## src/rtl/alu_pkg.sv

```systemverilog
`default_nettype none
// ============================================================================
//  Module   : alu_pkg
//  Purpose  : Opcode constants, ALU control codes and the instruction decoder
//             shared by the ALU issue stage and its combinational ALU.
//  Revision : 1.0  initial release
// ============================================================================
package alu_pkg;

    localparam logic [6:0] c_op_reg    = 7'b0110011;
    localparam logic [6:0] c_op_imm    = 7'b0010011;
    localparam logic [6:0] c_op_load   = 7'b0000011;
    localparam logic [6:0] c_op_store  = 7'b0100011;
    localparam logic [6:0] c_op_branch = 7'b1100011;

    typedef enum logic [3:0] {
        ALU_AND = 4'b0000,
        ALU_OR  = 4'b0001,
        ALU_ADD = 4'b0010,
        ALU_SUB = 4'b0110
    } alu_ctrl_e;

    typedef enum logic [1:0] {
        BR_NONE = 2'd0,
        BR_EQ   = 2'd1,
        BR_NE   = 2'd2
    } br_kind_e;

    typedef struct packed {
        alu_ctrl_e ctrl;
        logic      use_imm;
        br_kind_e  br;
        logic      illegal;
    } dec_t;

    function automatic dec_t alu_decode(
        input logic [6:0] opcode,
        input logic [2:0] funct3,
        input logic       funct7_5
    );
        dec_t d;
        d.ctrl    = ALU_ADD;
        d.use_imm = 1'b0;
        d.br      = BR_NONE;
        d.illegal = 1'b0;
        case (opcode)
            c_op_reg: begin
                case (funct3)
                    3'b000:  d.ctrl = funct7_5 ? ALU_SUB : ALU_ADD;
                    3'b111:  d.ctrl = ALU_AND;
                    3'b110:  d.ctrl = ALU_OR;
                    default: d.illegal = 1'b1;
                endcase
            end
            c_op_imm: begin
                d.use_imm = 1'b1;
                case (funct3)
                    3'b000:  d.ctrl = ALU_ADD;
                    3'b111:  d.ctrl = ALU_AND;
                    3'b110:  d.ctrl = ALU_OR;
                    default: d.illegal = 1'b1;
                endcase
            end
            // Loads and stores only need address generation.
            c_op_load, c_op_store: begin
                d.use_imm = 1'b1;
            end
            c_op_branch: begin
                d.ctrl = ALU_SUB;
                case (funct3)
                    3'b000:  d.br = BR_EQ;
                    3'b001:  d.br = BR_NE;
                    default: d.illegal = 1'b1;
                endcase
            end
            default: d.illegal = 1'b1;
        endcase
        return d;
    endfunction

endpackage
`default_nettype wire

```

## src/rtl/alu_issue_alu.sv

```systemverilog
`default_nettype none
// ============================================================================
//  Module   : alu_issue_alu
//  Purpose  : Combinational ALU (AND/OR/ADD/SUB) with zero detect.
//  Revision : 1.0  initial release
// ============================================================================
module alu_issue_alu
    import alu_pkg::*;
#(
    parameter int WORDSIZE = 64
) (
    input  logic [3:0]          ctrl,
    input  logic [WORDSIZE-1:0] a,
    input  logic [WORDSIZE-1:0] b,
    output logic [WORDSIZE-1:0] y,
    output logic                zero
);

    always_comb begin
        y = '0;
        case (ctrl)
            ALU_AND: y = a & b;
            ALU_OR:  y = a | b;
            ALU_ADD: y = a + b;
            ALU_SUB: y = a - b;
            default: y = '0;
        endcase
    end

    assign zero = (y == '0);

endmodule
`default_nettype wire

```

## src/rtl/alu_issue.sv

```systemverilog
`default_nettype none
// ============================================================================
//  Module   : alu_issue
//  Purpose  : Two-stage ALU issue pipeline: S1 holds decoded control and
//             operands, S2 holds the result with valid/ready backpressure.
//  Revision : 1.0  initial release
// ============================================================================
module alu_issue
    import alu_pkg::*;
#(
    parameter int WORDSIZE = 64
) (
    input  logic                clk,
    input  logic                rst_n,
    input  logic                in_valid,
    output logic                in_ready,
    input  logic [6:0]          opcode,
    input  logic [2:0]          funct3,
    input  logic                funct7_5,
    input  logic [WORDSIZE-1:0] rs1_data,
    input  logic [WORDSIZE-1:0] rs2_data,
    input  logic [WORDSIZE-1:0] imm,
    output logic                out_valid,
    input  logic                out_ready,
    output logic [WORDSIZE-1:0] result,
    output logic                zero,
    output logic                br_taken,
    output logic                illegal
);

    dec_t                w_dec;
    logic                w_s2_adv;
    logic [WORDSIZE-1:0] w_alu_y;
    logic                w_alu_zero;

    logic                r_s1_valid;
    logic [3:0]          r_s1_ctrl;
    br_kind_e            r_s1_br;
    logic                r_s1_illegal;
    logic [WORDSIZE-1:0] r_s1_a;
    logic [WORDSIZE-1:0] r_s1_b;

    logic                r_out_valid;
    logic [WORDSIZE-1:0] r_result;
    logic                r_zero;
    logic                r_br_taken;
    logic                r_illegal;

    assign w_dec    = alu_decode(opcode, funct3, funct7_5);
    // S2 can take new contents when it is empty or being consumed.
    assign w_s2_adv = ~r_out_valid | out_ready;
    assign in_ready = ~r_s1_valid | w_s2_adv;

    always_ff @(posedge clk or negedge rst_n) begin
        if (!rst_n) begin
            r_s1_valid   <= 1'b0;
            r_s1_ctrl    <= ALU_ADD;
            r_s1_br      <= BR_NONE;
            r_s1_illegal <= 1'b0;
            r_s1_a       <= '0;
            r_s1_b       <= '0;
        end else if (in_ready) begin
            r_s1_valid <= in_valid;
            if (in_valid) begin
                r_s1_ctrl    <= w_dec.ctrl;
                r_s1_br      <= w_dec.br;
                r_s1_illegal <= w_dec.illegal;
                r_s1_a       <= rs1_data;
                r_s1_b       <= w_dec.use_imm ? imm : rs2_data;
            end
        end
    end

    alu_issue_alu #(
        .WORDSIZE (WORDSIZE)
    ) u_alu (
        .ctrl (r_s1_ctrl),
        .a    (r_s1_a),
        .b    (r_s1_b),
        .y    (w_alu_y),
        .zero (w_alu_zero)
    );

    always_ff @(posedge clk or negedge rst_n) begin
        if (!rst_n) begin
            r_out_valid <= 1'b0;
            r_result    <= '0;
            r_zero      <= 1'b0;
            r_br_taken  <= 1'b0;
            r_illegal   <= 1'b0;
        end else if (w_s2_adv) begin
            r_out_valid <= r_s1_valid;
            if (r_s1_valid) begin
                if (r_s1_illegal) begin
                    r_result   <= '0;
                    r_zero     <= 1'b1;
                    r_br_taken <= 1'b0;
                    r_illegal  <= 1'b1;
                end else begin
                    r_result   <= w_alu_y;
                    r_zero     <= w_alu_zero;
                    r_br_taken <= ((r_s1_br == BR_EQ) &  w_alu_zero) |
                                  ((r_s1_br == BR_NE) & ~w_alu_zero);
                    r_illegal  <= 1'b0;
                end
            end
        end
    end

    assign out_valid = r_out_valid;
    assign result    = r_result;
    assign zero      = r_zero;
    assign br_taken  = r_br_taken;
    assign illegal   = r_illegal;

endmodule
`default_nettype wire

```

## config.mk

```make
export PLATFORM = sky130hd
export DESIGN_NAME = alu_issue
export DESIGN_NICKNAME = d
export VERILOG_FILES = /design/src/rtl/alu_pkg.sv /design/src/rtl/alu_issue_alu.sv /design/src/rtl/alu_issue.sv
export SDC_FILE = /design/constraint.sdc
export NUM_CORES = 1
export LEC_CHECK = 0
export ABC_CLOCK_PERIOD_IN_PS = 9330
export CORE_MARGIN = 3
export CORE_UTILIZATION = 47
export DETAILED_ROUTE_END_ITERATION = 8
export PLACE_DENSITY = 0.74
export SYNTH_ARGS = -nofsm -noshare
export SYNTH_HDL_FRONTEND = slang
export SYNTH_SLANG_ARGS = --single-unit
export TNS_END_PERCENT = 100
```

## constraint.sdc

```tcl
create_clock -name clk -period 9.33 [get_ports clk]
set_input_delay 0.933 -clock clk [delete_from_list [all_inputs] [get_ports clk]]
set_output_delay 0.933 -clock clk [all_outputs]
set_load 0.02 [all_outputs]
```

==> impl_metrics.csv, run 1 <==
group,metric,value,unit
power,p_per_area,206,nW/um2
clocking,clockBufferDepth,3,
critical_path,critPathLaunch,"r_s1_b[11]",
timing,fin_skew,0.0228,ns
critical_path,cp_cell_sequence,"or4_1 -> or3_1 -> or3_1 -> or2_1 -> or3_1 -> nor4_2 -> nand3_1 -> o21ai_1 -> xor2_1 -> ha_1 -> nand2_1 -> o21ai_1 -> a31oi_1 -> o21ai_1 -> nor4_1 -> a211oi_1 -> nand4_1 -> or4_1 -> or4_1 -> nor4_2 -> nand3_1 -> a221o_1",
routing,routed.top_layer,"met5",
clocking,cts_sinks,203,
yosys,synth-compound-area-share,23.2,%
die,die_w,188,um
grt,antenna_found_initial,2,
critical_path,worstReg2RegStart,"r_s1_b[11]",
run_status,status,"complete, no violations",
yosys,synth_area,15600,um2
clocking,post_cts_resized,0,
yosys,synth_xor_xnor_area_share,5.50,%
critical_path,start_kind,"flop",
clocking,postCtsSetupBuffers,0,
power,p_total,4.00,mW
place,numPortBuffers,275,
grt,overflow,0,
yosys,synth_fp_nets,2221,
timing,maxSlewViolCount,0,
grt,grt_usage,33.9,%
critical_path,path_class,"flop to flop",
routing,wl_met2,28700,um
layout,num-fill-cells,2908,
routing,m1WireLength,26400,um
yosys,synth_area_leaders,"dfrtp_1 (32%), nand2_1 (10%), o21ai_0 (5.7%)",
yosys,synth-seq-cells,203,
yosys,seq_area_frac_synth,32.5,%
critical_path,crit_path_top_delay_cell,"nor4_2",
yosys,syn_avg_cell_area,8.02,um2
critical_path,cp.depth,22,
routing,via_per_inst,6.19,
layout,final_common_cell,"nand2_1",
layout,mostFrequentLayoutCells,"nand2_1 (426), clkdlybuf4s50_1 (274), dfrtp_1 (201)",
yosys,synth_largest_area_cell,"dfrtp_1",
power,p_leak,8.14,nW
yosys,synth_cells,1947,
power,power.switching,1.69,mW
critical_path,crit_end,"br_taken",
layout,nets,2415,
routing,wl_met3,4250,um
timing,period_share,83.0,%
power,internal_power,2.31,mW
die,die-area,35400,um2
die,die_h,188,um
clocking,cts-htree-levels,1,
clocking,clock_latency,0.56,ns
yosys,ys_warn_count,0,
timing,fin_setup_tns,0,ns
timing,max_freq,129,MHz
layout,seq_area,5080,um2
place,place_congestion,1.01,
die,initial_core_util,47.9,%
yosys,synth_mux_area_share,4.63,%
yosys,synth_top_family_by_area,"compound AO/OA/AOI/OAI gates",
layout,multi_input_area,10100,um2
min_path,hold_class,"primary input to async pin",
power,pwr-share-clk,24.6,%
timing,hold_viol_final,0,
layout,syn2layout_area_growth,24.4,%
timing,worst_pin_slew,1.11,ns
timing,setup_viol,0,
critical_path,slowest_delay,0.66,ns
critical_path,end_kind,"flop",
yosys,synth-edff-count,0,
critical_path,cp.required,9.76,ns
layout,drive_above_1_share,3.89,%
die,coreArea,32600,um2
grt,grt_max_degree,100,
critical_path,cp_num_buf_inv,0,
yosys,yosys.area_share.adder,9.21,%
die,num_rows,66,
routing,ant_nets,0,
routing,wl_per_cell,23.7,um
yosys,synth-simple-area-share,21.6,%
critical_path,reg2reg_depth,22,
clocking,ctsHoldBuffers,0,
flow_run,drv_cap,0,
clocking,clk_pin_slew,0.06,ns
critical_path,r2r_end,"br_taken",
clocking,cts_tree,"yes",
power,power_frac_seq,29.7,%
power,ir_drop,0.000163,V
routing,wl,61700,um
critical_path,crit_path_max_fanout,7,
power,combPwrFrac,45.7,%
timing,rsz0062_at_grt,"no",
routing,vias,16100,
power,netSwitchingFraction,42.3,%
critical_path,arrival,8.17,ns
timing,min_period,7.74,ns
timing,slew_headroom,25.1,%
yosys,netlist.area_leader.share,32.4,%
critical_path,reg2reg_slack,1.59,ns
yosys,synthArstFlopShare,100,%
die,io_pins,276,
clocking,cts_buffers,23,
grt,grt_pass1_wl,94100,um
grt,grt_pass1_vias,15700,
critical_path,cpLargestDelayFamily,"simple AND/OR/NAND/NOR gates",
yosys,synth_ff_type,"dfrtp_1",
yosys,ys_types,87,
place,dpl.hpwl,47800,um
routing,drt_iter0_markers,1550,
clocking,cts-root-buf,"clkbuf_16",
routing,first_pass_iters,5,
routing,drc_errors,0,
metrics by stage:
step                cell area, um2  cells  setup slack (ns)  util, %  hold WS [ns]
global placement             18600   2558              1.97     57.0         0.450
CTS                          19400   2599              1.70     59.5         0.388
global route                 19400   2599              1.27     59.5         0.421
detailed placement           18600   2558              1.71     57.0         0.455
floorplan                    15600   1947              2.67        -         0.463
finish                       19400   2600              1.59     59.6         0.373
final cells by class:
cell class	instances	area share [%]
diodes	1	0.0129
clock buffers	33	3.52
clock inverters	8	0.728
inverters	11	0.213
multi-input cells	1613	51.8
flip-flops and latches	203	26.2
well taps	442	2.85
repair buffers	289	14.7
cell usage after synthesis (all sizes together), types with 18 or more instances:
master	instances
a22o	30
xnor2	50
ha	66
a21oi	136
nand4	33
maj3	59
nor3	39
a21o	28
o21ai	210
nand3	30
clkbuf	103
nor2	94
mux2i	70
dfrtp	202
xor2	48
nand2	428
a22oi	26
or3	22
nand2b	18
o31ai	23
registers in the layout (all words and copies together) (netlist names):
name          cells
r_s1_br           2
r_s1_b           64
illegal           1
result           64
r_s1_valid        1
r_s1_illegal      1
r_s1_a           64
zero              1
br_taken          1
r_s1_ctrl         3
out_valid         1
logic make-up (layout without fill, tap and decap cells):
family / after synthesis / count (layout)
and+or+nand+nor: 740 / 740
AOI/OAI and AO/OA: 577 / 577
DFF: 203 / 203
buffers and inverters: 131 / 341
adders and majority gates: 126 / 126
xor gates and xnor gates: 98 / 98
muxes: 72 / 72
other: 0 / 1
worst min-delay path by stage:
stage / start / end / slack, ns / cells past startpoint
global route: rst_n / r_s1_a[37] / 0.42 / 1
CTS: rst_n / r_s1_a[33] / 0.39 / 1
floorplan: r_s1_ctrl[1] / r_s1_ctrl[1] / 0.46 / 2
finish: rst_n / r_s1_a[35] / 0.37 / 1
detailed placement: result[61] / result[61] / 0.46 / 2
global placement: result[61] / result[61] / 0.45 / 2
routing by layer:
metal / vias up / GRT usage (%)
met5: - / 0
met4: 2 / 11.1
met3: 131 / 4.97
met2: 725 / 56.0
met1: 7777 / 45.8
li1: 7457 / -
power groups by stage:
stage               logic [mW]  registers, mW  clock network (mW)
detailed placement        1.78           1.20                   0
CTS                       1.80           1.18               0.998
finish                    1.83           1.19               0.986
global route              1.97           1.20                1.03
floorplan                 1.04           1.22                   0
global placement          1.79           1.19                   0
Note: power is estimated with default switching activity, not from simulation.
==> run 2: changes to the inputs <==
ABC_CLOCK_PERIOD_IN_PS = 6450   (was 9330)
PLACE_DENSITY = 0.77   (was 0.74)
clock period = 6.45 ns   (was 9.33 ns; I/O delays follow)
==> run 2 against run 1 <==
  * The run now ends with negative setup slack left
  * Critical endpoint unchanged
  * Sequential share of layout area fell by 2.6 points
  * Routed wire length rose by 2.2%
  * Register-to-register slack got worse by 1.8 ns
  * Non-clock buffer count rose by 263
  * Critical path type unchanged
  * Count of clock-buffer cells in the layout fell by 1
  * Highest routed layer unchanged
  * First-iteration DRC count fell by 11%
  * Critical path depth rose by 2
  * Fmax rose by 16%
  * Hold slack got worse by 0.21 ns
==> impl_metrics.csv, run 2 (synthesized netlist as in run 1, its figures left out) <==
group,metric,value,unit
die,die-area,35400,um2
critical_path,slowest_delay,0.56,ns
clocking,clock_latency,0.54,ns
die,coreArea,32600,um2
timing,layout_setup_ws,-0.227,ns
layout,drive_above_1_share,16.1,%
routing,wl_met2,30000,um
clocking,cts_sinks,203,
critical_path,crit_path_top_delay_cell,"or4_4",
grt,grt_pass1_wl,97000,um
die,initial_core_util,47.9,%
die,io_pins,276,
timing,slew_headroom,34.1,%
routing,vias,17100,
place,dpl_worst_slack,-0.369,ns
routing,drt_iter0_markers,1376,
timing,period_share,104,%
critical_path,reg2reg_depth,24,
routing,routed.top_layer,"met5",
critical_path,cp.required,6.88,ns
min_path,hold_class,"primary input to async pin",
routing,drc_errors,0,
critical_path,end_kind,"flop",
place,numPortBuffers,275,
power,p_leak,9.44,nW
clocking,cts-root-buf,"clkbuf_16",
layout,nets,2677,
place,post_dp_cell_area,20600,um2
place,dpl.hpwl,49700,um
critical_path,path_common_cell,"or3_4",
routing,wl_per_cell,22.1,um
grt,grt_pass1_vias,16800,
clocking,cts_buffers,22,
layout,fin_area,21500,um2
critical_path,path_class,"flop to flop",
timing,max_freq,150,MHz
routing,wl_met3,4080,um
place,place_congestion,1.01,
flow_run,drv_cap,0,
routing,m1WireLength,26800,um
timing,hold_viol_final,0,
layout,num-fill-cells,2808,
clocking,clk_pin_slew,0.06,ns
critical_path,arrival,7.10,ns
timing,maxSlewViolCount,0,
layout,mostFrequentLayoutCells,"nand2_1 (424), clkdlybuf4s50_1 (274), buf_4 (273)",
routing,wl,63100,um
layout,final_common_cell,"nand2_1",
routing,ant_nets,0,
grt,grt_usage,34.5,%
grt,overflow,0,
run_status,status,"finished, violations left",
clocking,ctsHoldBuffers,0,
critical_path,start_kind,"flop",
power,p_per_area,286,nW/um2
clocking,cts-htree-levels,1,
die,die_w,188,um
timing,fin_setup_tns,-0.369,ns
die,num_rows,66,
clocking,cts_tree,"yes",
grt,antenna_found_initial,2,
routing,first_pass_iters,5,
clocking,clockBufferDepth,3,
routing,via_per_inst,5.98,
timing,min_period,6.68,ns
grt,grt_max_degree,104,
die,die_h,188,um
run_status,violations,"negative setup slack",
timing,rsz0062_at_grt,"yes",
critical_path,cp_cell_sequence,"or4_4 -> or3_4 -> or3_4 -> or2_4 -> or3_4 -> nor4_4 -> buf_6 -> nand3_4 -> or3_4 -> buf_6 -> o21ai_2 -> xor2_1 -> ha_1 -> a21o_1 -> a221oi_2 -> o21ai_1 -> a311oi_1 -> o21ai_1 -> xnor2_1 -> o21ai_2 -> or4_4 -> nor4_4 -> nand3_1 -> a221o_1",
timing,worst_pin_slew,0.986,ns
timing,setup_viol,2,
critical_path,crit_path_max_fanout,3,
power,p_total,6.15,mW
timing,fin_skew,0.0213,ns
layout,antennaDiodeCount,0,
power,ir_drop,0.000269,V
layout,syn2layout_area_growth,37.9,%
run 2: cell count changes in the layout (fill, tap and decap cells not counted), sizes merged:
cell	delta
bufinv	-3
buf	+263
diode	-1
inv	-1
clkinv	+3
clkbuf	-1
run 2: path summary, 6_finish.rpt:
kind	from	end	slack (ns)
min in group clk	result[61]	result[61]	0.47
min reg2reg	result[61]	result[61]	0.47
min	rst_n	r_s1_a[1]	0.16
max	r_s1_b[18]	br_taken	-0.23
max in group asynchronous	rst_n	r_s1_a[37]	5.24
max reg2reg	r_s1_b[18]	br_taken	-0.23
run 2: area by class of cell:
class | instances | area [um2] | share of cell area, %
Clock buffer | 32 | 668 | 3.10
Sequential cell | 203 | 5080 | 23.6
Timing Repair Buffer | 552 | 4870 | 22.6
Clock inverter | 7 | 46.3 | 0.215
Inverter | 11 | 41.3 | 0.192
Multi-Input combinational cell | 1613 | 10300 | 47.7
Tap cell | 442 | 553 | 2.57
run 2: where the power goes:
group	leakage [nW]	switching [mW]	internal, mW
registers	2.56	0.212	1.48
logic	6.51	1.79	1.41
clock network	0.361	0.534	0.716
run 2: metrics by stage:
step                hold WS (ns)  instances  utilization [%]
detailed placement         0.461       2815             63.0
global route               0.239       2860             66.0
global placement           0.449       2815             63.0
CTS                        0.206       2855             65.7
floorplan                  0.349       1947                -
finish                     0.159       2860             66.0
run 2: repair_timing:
action                                  in CTS  in global routing
setup buffers                                1                  5
gates resized for setup                     34                 20
gates cloned                                 0                  0
pin swaps                                    3                 15
endpoints found under the setup margin       2                  2
run 2: per-layer routing:
layer  up-vias  global-route usage (%)
li1       7960                       -
met1      8298                    46.4
met2       703                    58.5
met3       133                    4.24
met4         2                    10.7
met5         -                       0
run 2: critical path: cells and delay by family (launching register included):
family / cells / cell delay (ns)
buffers and inverters: 2 / 0.30
AND/OR/NAND/NOR: 11 / 3.71
AO/OA/AOI/OAI: 8 / 1.53
XOR/XNOR: 2 / 0.37
flip-flops: 1 / 0.38
adder cells (fa/ha/maj): 1 / 0.29
==> patch 1 (settings of run 1) <==
Reset style: synchronous (`rst_n`), changed in 2 clocked blocks.
--- a/src/rtl/alu_issue.sv
+++ b/src/rtl/alu_issue.sv
@@ -52,5 +52,5 @@
     assign in_ready = ~r_s1_valid | w_s2_adv;
 
-    always_ff @(posedge clk or negedge rst_n) begin
+    always_ff @(posedge clk) begin
         if (!rst_n) begin
             r_s1_valid   <= 1'b0;
@@ -82,5 +82,5 @@
     );
 
-    always_ff @(posedge clk or negedge rst_n) begin
+    always_ff @(posedge clk) begin
         if (!rst_n) begin
             r_out_valid <= 1'b0;
Formal check against the unedited RTL: differs if rst_n is asserted again (counterexample within 4 cycles, from zero or initial values and one cycle with rst_n low); with rst_n held inactive, the same outputs for 4 cycles.
==> patch 1 against run 1 <==
- die area down 0.53%
- cell area down 0.82%
- wire length down 6.0%
- core utilization up 0.57 points
- area after synthesis down 0.55%
- critical path depth up 1
- sequential share of layout area down 5.1 points
- sequential cell count unchanged
- worst setup slack better by 0.54 ns
Power is not compared: it rests on default switching activity, and its combinational part moved more than twofold at a synthesized area within 25%.
==> patch 1: results (changes against run 1) <==
Power
  – Peak VDD IR: 0.149 mV

Cells and area
  – Share of layout cells above drive strength 1: 0.0378 (-0.00117)
  – Filler cell count: 2949 (+1.4%)
  – Number of nets in the layout: 2483 (+2.8%)

Timing
  – Max_slew headroom: 0.212 (-0.0397)
  – Final setup skew: 0.0164 ns (-0.00640 ns)

Worst setup path
  – Worst R2R Setup Slack: 2.13 ns (+0.54 ns)
  – Arrival time worst endpoint: 7.65 ns (-0.52 ns)
  – Reg2reg start: r_s1_b[8]
  – Reg-to-reg endpoint: br_taken
  – Logic depth of the worst register-to-register path: 23 (+4.5%)
  – Slowest library cell on the worst path: sky130_fd_sc_hd__or4_1

Placement
  – HPWL Detailed: 44.5 mm (-6.8%)
  – Post-placement cell count: 2619 (+2.4%)
  – GPL Wtd Cong: 0.976 (-3.3%)
  – DP Area: 18400 µm² (-0.82%)

Yosys
  – Most frequent cells after synthesis: sky130_fd_sc_hd__nand2_1, sky130_fd_sc_hd__dfxtp_1, sky130_fd_sc_hd__a21oi_1
  – Yosys Warn Count: 0 (unchanged)
  – Share of async-settable or async-resettable flops after synthesis: 0 (-1.00)
  – Synth Instances: 2035 (+4.5%)
  – Portion of the post-synthesis area used by sequential elements: 0.262 (-0.0637)
  – Net count of the mapped netlist: 2309 (+4.0%)
  – Count of unique library cells instantiated by Yosys: 85 (-2.3%)
  – Largest cells by area after synthesis: sky130_fd_sc_hd__dfxtp_1, sky130_fd_sc_hd__nand2_1, sky130_fd_sc_hd__ha_1

Global routing
  – Vias in the first global route: 15122 (-3.5%)
  – Initial antenna violation count: 3 (+1)
  – Largest net degree at the start of global routing: 123 (+23%)
  – Global-route wire length before repair: 87.9 mm (-6.6%)
  – Overall Global Routing Usage: 0.311 (-0.0273)

Routing
  – Sum of routed wire length over all layers: 58.0 mm (-6.0%)
  – DRT Pass-1 Iters: 6 (+1)
  – Average vias per placed instance: 6.10 (-1.5%)
  – Routed vias: 16217 (+0.78%)
  – 1st-iter DRT viols: 1355 (-13%)

Status
  – Result of the run: finished, final reports clean

Worst hold path
  – Worst min-delay path category: register to register

CTS
  – Clock root cell: sky130_fd_sc_hd__clkbuf_16
  – Number of buffers on the longest clock path: 3 (unchanged)
  – H-tree levels: 1 (unchanged)
[patch 1: cell types whose count changed after synthesis, moves of 13 or more]
| cell | run 1 | this run |
|---|---|---|
| sky130_fd_sc_hd__dfxtp_1 | 0 | 203 |
| sky130_fd_sc_hd__dfrtp_1 | 202 | 0 |
| sky130_fd_sc_hd__a21boi_0 | 5 | 76 |
| sky130_fd_sc_hd__o21ai_0 | 177 | 115 |
| sky130_fd_sc_hd__o211a_1 | 4 | 64 |
| sky130_fd_sc_hd__nand2_1 | 428 | 374 |
| sky130_fd_sc_hd__nor2b_1 | 8 | 44 |
| sky130_fd_sc_hd__a22o_1 | 30 | 3 |
| sky130_fd_sc_hd__and2_1 | 8 | 33 |
| sky130_fd_sc_hd__o21a_1 | 8 | 27 |
| sky130_fd_sc_hd__o21ai_1 | 32 | 16 |
| sky130_fd_sc_hd__buf_1 | 6 | 20 |
| sky130_fd_sc_hd__clkbuf_1 | 103 | 117 |
| sky130_fd_sc_hd__inv_1 | 11 | 24 |
[patch 1: area by class of cell]
cell class	count	area, µm²	share of cell area
multi-input combinational	1667	10900	0.565
sequential	203	4070	0.211
timing repair buffer	289	2860	0.148
clock buffer	31	666	0.0345
tap	435	544	0.0282
clock inverter	9	155	0.00805
inverter	25	93.8	0.00487
[patch 1: worst max path at each step]
stage	start	to	cells after the start
2_1_floorplan	r_s1_ctrl[1]	br_taken	24
3_3_place_gp	r_s1_b[8]	br_taken	23
3_5_place_dp	r_s1_b[13]	br_taken	24
4_1_cts	r_s1_b[8]	br_taken	23
5_1_grt	r_s1_b[13]	br_taken	24
6_report	r_s1_b[8]	br_taken	23
[patch 1: per-layer routing]
layer	wire length, µm	track usage	share of wire
met1	27100	0.455	0.47
met2	24600	0.474	0.42
met3	4750	0.0533	0.082
met4	1580	0.0802	0.027
met5	13	0	0.00022
[patch 1: kinds of logic after synthesis]
group	share of synthesized area
simple gates	0.223
buf+inv	0.0401
flops	0.262
compound gates	0.283
xor+xnor	0.0535
fa+ha+maj	0.0880
mux	0.0510
[patch 1: power by group]
part	switching, mW	total, mW	internal [mW]
registers	0.0673	0.986	0.919
clock network	0.377	0.986	0.609
logic	0.420	0.735	0.315
total	0.864	2.71	1.84
[patch 1: stage by stage]
step	utilization	setup WS [ns]	hold slack [ns]
after floorplan	-	3.27	0.444
after global placement	0.576	2.57	0.456
after detailed placement	0.576	2.41	0.465
after CTS	0.601	2.38	0.473
after global routing	0.601	1.70	0.500
final	0.601	2.13	0.470
==> patch 2 (config.mk and constraints of run 1) <==
Without the edit above. `WORDSIZE` is set to 64 in 2 places; all go to 32.
--- a/src/rtl/alu_issue_alu.sv
+++ b/src/rtl/alu_issue_alu.sv
@@ -8,5 +8,5 @@
     import alu_pkg::*;
 #(
-    parameter int WORDSIZE = 64
+    parameter int WORDSIZE = 32
 ) (
     input  logic [3:0]          ctrl,
--- a/src/rtl/alu_issue.sv
+++ b/src/rtl/alu_issue.sv
@@ -9,5 +9,5 @@
     import alu_pkg::*;
 #(
-    parameter int WORDSIZE = 64
+    parameter int WORDSIZE = 32
 ) (
     input  logic                clk,
Interface: changed (resized imm, result, rs1_data and rs2_data); port bits go from 276 to 148. The function was not compared with the original's and may differ.
==> patch 2 against run 1 <==
- area after synthesis decreased by 50%
- worst setup slack improved by 2.4 ns
- sequential cell count decreased by 96
- cell area decreased by 50%
- critical endpoint unchanged
- count of clock-buffer cells in the layout decreased by 24
- wire length decreased by 65%
- non-clock buffer count decreased by 136
- power decreased by 51%
==> patch 2: results (changes against run 1) <==
Power
  – Peak VDD IR: 0.106 mV (-35%)
  – Int Power: 1.18 mW (-49%)
  – Pleak: 3.89 nW (-52%)

CTS
  – Number of buffers on the longest clock path: 2 (-1)
  – Clock Latency Late Sink: 0.36 ns (-0.20 ns)
  – H-tree levels: 3 (+2)

Global routing
  – Met2 track demand over resource: 0.332 (-0.228)
  – Met3 usage: 0.0327 (-0.0170)
  – Grt met1 use: 0.372 (-0.0863)
  – Vias in the first global route: 6617 (-58%)
  – Global-route wire length before repair: 34.4 mm (-63%)

Worst setup path
  – Worst setup path startpoint: r_s1_ctrl[1]
  – Slowest library cell on the worst path: sky130_fd_sc_hd__and2_1
  – Logic depth of the worst register-to-register path: 17 (-23%)
  – Arrival time worst endpoint: 5.56 ns (-2.61 ns)

Yosys
  – Portion of the post-synthesis area used by sequential elements: 0.340 (+0.0150)

Cells and area
  – Filler cell count: 1432 (-51%)

Placement
  – Post-placement cell count: 1185 (-54%)
  – DP Area: 9400 µm² (-49%)

Status
  – Result of the run: finished, final reports clean

Timing
  – Max_slew headroom: 0.279 (+0.0279)

Routing
  – Routed met1 length: 10.6 mm (-60%)
  – Sum of routed wire length over all layers: 21.4 mm (-65%)
  – Wire length on met2: 8.73 mm (-70%)
  – Average vias per placed instance: 5.93 (-4.2%)
  – 1st-iter DRT viols: 556 (-64%)
## patch 2: changes by cell type after synthesis, moves of 22 or more
| cell | before | now |
|---|---|---|
| sky130_fd_sc_hd__ha_1 | 66 | 34 |
| sky130_fd_sc_hd__mux2i_1 | 70 | 34 |
| sky130_fd_sc_hd__o21ai_0 | 177 | 71 |
| sky130_fd_sc_hd__nor2_1 | 93 | 38 |
| sky130_fd_sc_hd__o21ai_1 | 32 | 10 |
| sky130_fd_sc_hd__xor2_1 | 48 | 19 |
| sky130_fd_sc_hd__nor3_1 | 38 | 9 |
| sky130_fd_sc_hd__nand2_1 | 428 | 107 |
| sky130_fd_sc_hd__clkbuf_1 | 103 | 36 |
| sky130_fd_sc_hd__mux2_2 | 1 | 34 |
| sky130_fd_sc_hd__maj3_1 | 57 | 27 |
| sky130_fd_sc_hd__dfrtp_1 | 202 | 106 |
| sky130_fd_sc_hd__a21oi_1 | 136 | 57 |
## patch 2: stage by stage
| step | util | setup slack (ns) |
|---|---|---|
| 3_3_place_gp | 0.583 | 4.32 |
| 5_1_grt | 0.601 | 3.57 |
| 2_1_floorplan | - | 4.58 |
| 6_report | 0.601 | 4.00 |
| 4_1_cts | 0.601 | 4.10 |
| 3_5_place_dp | 0.583 | 4.22 |
## patch 2: layout make-up
type                    count  area, µm²  share of cell area
clock inverters             5       62.6             0.00646
clock buffers               9        225              0.0233
well taps                 216        270              0.0279
flip-flops and latches    107       2680               0.277
repair buffers            153       1510               0.156
inverters                  17       63.8             0.00659
multi-input cells         692       4870               0.503
## patch 2: kinds of logic after synthesis
group	count (synthesis)	share of synthesized area
compound gates	262	0.217
simple gates	251	0.161
flops	107	0.340
buf+inv	70	0.0437
mux	68	0.0919
fa+ha+maj	63	0.0924
xor+xnor	48	0.0534
